**src/rtl/param_updown_counter.sv**
```systemverilog
// Parametrised up/down counter: programmable modulus, variable step, wrap or saturate
// at the bound, combinational terminal count, registered wrap pulse and sticky overflow.
module param_updown_counter #(
    parameter int WIDTH    = 4,
    parameter int MAX_VAL  = 2**WIDTH - 1,
    parameter bit SATURATE = 1'b0
) (
    input  logic             clk,
    input  logic             clear,
    input  logic [WIDTH-1:0] data_in,
    input  logic             load,
    input  logic             count,
    input  logic             updown,
    input  logic [WIDTH-1:0] step,
    input  logic             flag_clr,
    output logic [WIDTH-1:0] A_count,
    output logic             tc,
    output logic             wrap_pulse,
    output logic             ovf_sticky
);

    localparam logic [WIDTH-1:0] MAX_N = WIDTH'(MAX_VAL);
    localparam logic [WIDTH:0]   MAX_W = (WIDTH+1)'(MAX_VAL);

    logic [WIDTH-1:0] count_reg, count_next;
    logic             wrap_reg, wrap_next;
    logic             ovf_reg, ovf_next;
    logic [WIDTH-1:0] arith_val;
    logic             arith_wrap;
    logic [WIDTH:0]   cur_w, step_w;

    // One extra bit so the sum and the bound comparison cannot overflow.
    assign cur_w  = {1'b0, count_reg};
    assign step_w = {1'b0, step};

    generate
        if (SATURATE) begin : g_sat
            logic [WIDTH:0] sum_w;
            always_comb begin
                sum_w      = cur_w + step_w;
                arith_val  = count_reg;
                arith_wrap = 1'b0;
                if (!updown) begin
                    if (sum_w > MAX_W) begin
                        arith_val  = MAX_N;
                        arith_wrap = 1'b1;
                    end else begin
                        arith_val = WIDTH'(sum_w);
                    end
                end else begin
                    if (step_w > cur_w) begin
                        arith_val  = '0;
                        arith_wrap = 1'b1;
                    end else begin
                        arith_val = WIDTH'(cur_w - step_w);
                    end
                end
            end
        end else begin : g_wrap
            localparam logic [WIDTH:0] MOD_W = (WIDTH+1)'(MAX_VAL + 1);
            logic [WIDTH:0] step_mod, sum_w, diff_w;
            always_comb begin
                // Reduce the step first so a single subtract/add brings the result back in range.
                step_mod   = step_w % MOD_W;
                sum_w      = cur_w + step_mod;
                diff_w     = cur_w + MOD_W - step_mod;
                arith_val  = count_reg;
                arith_wrap = 1'b0;
                if (!updown) begin
                    if (sum_w > MAX_W) begin
                        arith_val  = WIDTH'(sum_w - MOD_W);
                        arith_wrap = 1'b1;
                    end else begin
                        arith_val = WIDTH'(sum_w);
                    end
                end else begin
                    if (step_mod > cur_w) begin
                        arith_val  = WIDTH'(diff_w);
                        arith_wrap = 1'b1;
                    end else begin
                        arith_val = WIDTH'(cur_w - step_mod);
                    end
                end
            end
        end
    endgenerate

    always_comb begin
        count_next = count_reg;
        wrap_next  = 1'b0;
        if (load) begin
            count_next = (data_in > MAX_N) ? MAX_N : data_in;
        end else if (count && (step != '0)) begin
            count_next = arith_val;
            wrap_next  = arith_wrap;
        end
        // A crossing on the same edge beats a clear request.
        ovf_next = ovf_reg;
        if (wrap_next) begin
            ovf_next = 1'b1;
        end else if (flag_clr) begin
            ovf_next = 1'b0;
        end
    end

    always_ff @(posedge clk or negedge clear) begin
        if (!clear) begin
            count_reg <= '0;
            wrap_reg  <= 1'b0;
            ovf_reg   <= 1'b0;
        end else begin
            count_reg <= count_next;
            wrap_reg  <= wrap_next;
            ovf_reg   <= ovf_next;
        end
    end

    assign A_count    = count_reg;
    assign wrap_pulse = wrap_reg;
    assign ovf_sticky = ovf_reg;
    assign tc = count & ~load & ((~updown & (count_reg == MAX_N)) | (updown & (count_reg == '0)));

endmodule
```
**config.mk**
```make
export PLATFORM = sky130hd
export DESIGN_NAME = param_updown_counter
export DESIGN_NICKNAME = d
export VERILOG_FILES = /design/src/rtl/param_updown_counter.sv
export SDC_FILE = /design/constraint.sdc
export NUM_CORES = 1
export LEC_CHECK = 0
export CAP_MARGIN = 20
export CORE_MARGIN = 2
export CORE_UTILIZATION = 25
export CTS_CLUSTER_DIAMETER = 120
export DETAILED_ROUTE_END_ITERATION = 8
export PLACE_DENSITY_LB_ADDON = 0.1
export REMOVE_ABC_BUFFERS = 1
export SLEW_MARGIN = 20
export SYNTH_ARGS = -nofsm -noshare
export SYNTH_HDL_FRONTEND = slang
export SYNTH_SLANG_ARGS = --single-unit
```
**constraint.sdc**
```tcl
create_clock -name clk -period 3.5 [get_ports clk]
set_input_delay 0.35 -clock clk [delete_from_list [all_inputs] [get_ports clk]]
set_output_delay 0.35 -clock clk [all_outputs]
set_load 0.05 [all_outputs]
```
==> results.md <==
- Area Growth Syn to Fin: 40.4%
- Internal power: between 0.15 and 0.2 mW
- RSZ-0062 raised after global routing: false
- Tcrit/Tclk final: between 70% and 80%
- Peak VDD IR: ~0.21 mV
- CTS tree: yes
- Clock power frac: around a fifth
- First-pass GRT wire length: around 2400 um
- CTS clock-pin slew for the worst setup and hold paths: approximately 0.040 ns
- Cell Area, Placed: roughly 860 um2
- Largest net degree at the start of global routing: 12
- CTS resizes: 0
- Via Count: around 560
- Switching Share: ~40%
- Final setup vio count: 0
- Row count: 18
- Sequential element share of the synthesized area: 24.0%
- Max-slew violation count: 0
- Design area: approximately 880 um2
- R2R Path Start: A_count[1]
- CP dominant cell by count: clkdlybuf4s50_1
- Cell Area, Synth: between 600 and 700 um2
- # Post-CTS Setup Buffers: 0
- Initial antenna violation count: 0
- Top-area cell type share of the netlist area: about a quarter
- Routed wire length: ~1400 um
- Detailed Place HPWL: between 1000 and 1500 um
- Avg Cell Area, Syn: roughly 8.9 um2
- Cell variety after synth: 24
- Tot GR Track Use: between 10% and 20%
- Grt total ovfl: 0
- Total CTS buffers: 3
- Post-synthesis async set-or-reset flop share: 100%
- Net switching power figure: about 0.12 mW
- Delay-heaviest family, CP: buffers and inverters
- Fmax: ~0.38 GHz
- Max cap viols: 0
- H-tree depth: 1
- Starting Density: ~26%
- Total power: between 0.3 and 0.4 mW
- Slew margin rel.: 61.9%
- FF-to-FF setup slack: around 1.7 ns
- Worst Tran Pin Value: between 0.5 and 0.6 ns
- Outcome: finished clean
- Kind of critical path: in -> out
- Number of detailed-route iterations in the first pass: 3
- Register area: roughly 150 um2
- Area of the multi-input gates: between 400 and 500 um2
- Port Buffers: 20
- Top cells by area, synth: dfrtp_1 (24%), ha_1 (16%), fa_1 (6.4%)
- HP Class: in -> async
- Synthesis-stage register bit count: 6
- Slowest cell on the critical path: clkdlybuf4s50_1
- Global placer's final weighted congestion: about 0.76
- GR Util met1: roughly 15%
- I/O pins: 21
- Ys flop type: dfrtp_1
- Met3 usage: 1.39%
- List of most frequent post-synthesis cells: ha_1 (8), inv_1 (7), dfrtp_1 (6), nand2_1 (6), nand2b_1 (5)
- Mapped Cells: 70
- PwrDens: about 350 mW/mm2
- Layout cells sized above 1: 6.59%
- Max incr delay on CP: around 0.82 ns
- Diodes inserted: 0
- Post-synth EDFFs: 0
- Fin. Hold Viols: 0
- Crit start category: input port
- DRT iter0 DRCs: 6
- Comb pwr share: between 50% and 60%
- R2r endpoint: A_count[3]
- Seq pwr share: about 30%
- Met2 Track Usage GR: 17.7%
- Drt drc: 0
- Die Area: 0.00292 mm2
- Worst path required time: ~3.2 ns
- Root Buffer: clkbuf_4
- Number of routed nets with antenna violations: 0
- FF-to-FF path depth: 5
- Leading area contributor after synthesis: dfrtp_1
- Die height: approximately 54 um
- GRT busiest layer: met2
- Worst path bufs/invs: 2
- Fillcell total: between 200 and 300
- Chip Width: 54.0 um
- Core Area: about 0.0024 mm2
- Clock buffer depth: 2
- Number of global-route vias before repair: approximately 540
- Hold Buf Count CTS: 0
- DR vias/cell: 4.64
- # nets final: around 120
- CP Max Fanout: 11
- Clock Sink Count: 6
- Routed wire per std cell: around 12 um
- Clk Latency, worst-skew pair: 0.24 ns
- Yosys warnings: 0
- Minimum clock period: approximately 2.6 ns
- Pleak: roughly 0.38 nW
- Setup TNS: 0 ns
- CP arrival: around 2.3 ns
- Clock skew: around 0.0013 ns
- Most common cell in the netlist: ha_1
- CP Cell Sequence: clkdlybuf4s50_1, and4_1, a21oi_1, nor2_1, clkdlybuf4s50_1
- Worst setup EP type: output pin
[registers in the layout, summed over array words and instances, names as in the netlist]
name,cells
A_count,4
ovf_sticky,1
wrap_pulse,1
[per-stage QoR]
step / hold slack (ns) / instances / setup WS, ns / util, %
after global placement: 0.476 / 118 / 0.865 / 35.2
after global routing: 0.366 / 121 / 0.774 / 36.1
after detailed placement: 0.488 / 118 / 0.907 / 35.2
after CTS: 0.356 / 121 / 0.887 / 36.1
after floorplan: 0.0544 / 68 / 1.44 / -
final: 0.353 / 121 / 0.900 / 36.1
[worst max-delay path by stage]
stage / cells after the start / from / to
2_1_floorplan: 4 / A_count[0] / tc
3_3_place_gp: 5 / updown / tc
3_5_place_dp: 5 / updown / tc
4_1_cts: 5 / updown / tc
5_1_grt: 5 / updown / tc
6_report: 5 / updown / tc
[placed cells by master, fill, tap and decap left out, drive strengths merged]
| master | instances |
|---|---|
| and4 | 1 |
| ha | 8 |
| a21oi | 4 |
| nor4 | 3 |
| nor3 | 3 |
| nor2 | 4 |
| o21ai | 3 |
| clkbuf | 3 |
| nand2 | 6 |
| nor2b | 3 |
| clkdlybuf4s50 | 20 |
| dfrtp | 6 |
| fa | 2 |
| inv | 7 |
| or3b | 1 |
| nand3b | 1 |
| o221a | 1 |
| o21a | 2 |
| mux2i | 2 |
| nand2b | 5 |
| a211oi | 2 |
| o41ai | 3 |
| xor2 | 1 |
[power by group through the flow]
stage               Combinational, mW  Sequential, mW  Clock (mW)
global placement                0.154          0.0923           0
detailed placement              0.154          0.0930           0
CTS                             0.155          0.0920      0.0655
floorplan                      0.0649           0.122           0
finish                          0.153          0.0916      0.0611
global route                    0.168          0.0936      0.0678
[routing by layer]
metal  vias to the layer above  part of all wire [%]
met2                        12                    45
met3                         2                   5.5
li1                        288                     -
met4                         0                  0.90
met1                       259                    48
met5                         -                     0
[worst reg2reg max path: cells and delay by family (launching register included)]
family,cells,cell delay (ns)
fa+ha+maj,1,0.33
flops,1,0.47
simple gates,3,0.52
compound gates,1,0.41
[logic make-up (layout without fill, tap and decap cells)]
kind of cell,Yosys count,in the layout,share of synthesized area [%]
compound gates,15,15,19.4
simple gates,27,27,24.2
fa+ha+maj,10,10,22.4
xor+xnor,1,1,1.40
flops,6,6,24.0
buf+inv,9,30,5.40
mux,2,2,3.20
[cell type report]
type / count / share of cell area [%]
clock buffers: 3 / 2.56
inverters: 7 / 2.99
multi-input cells: 55 / 50.3
flip-flops and latches: 6 / 17.1
well taps: 30 / 4.27
repair buffers: 20 / 22.8
Note: power is estimated with default switching activity, not from simulation.
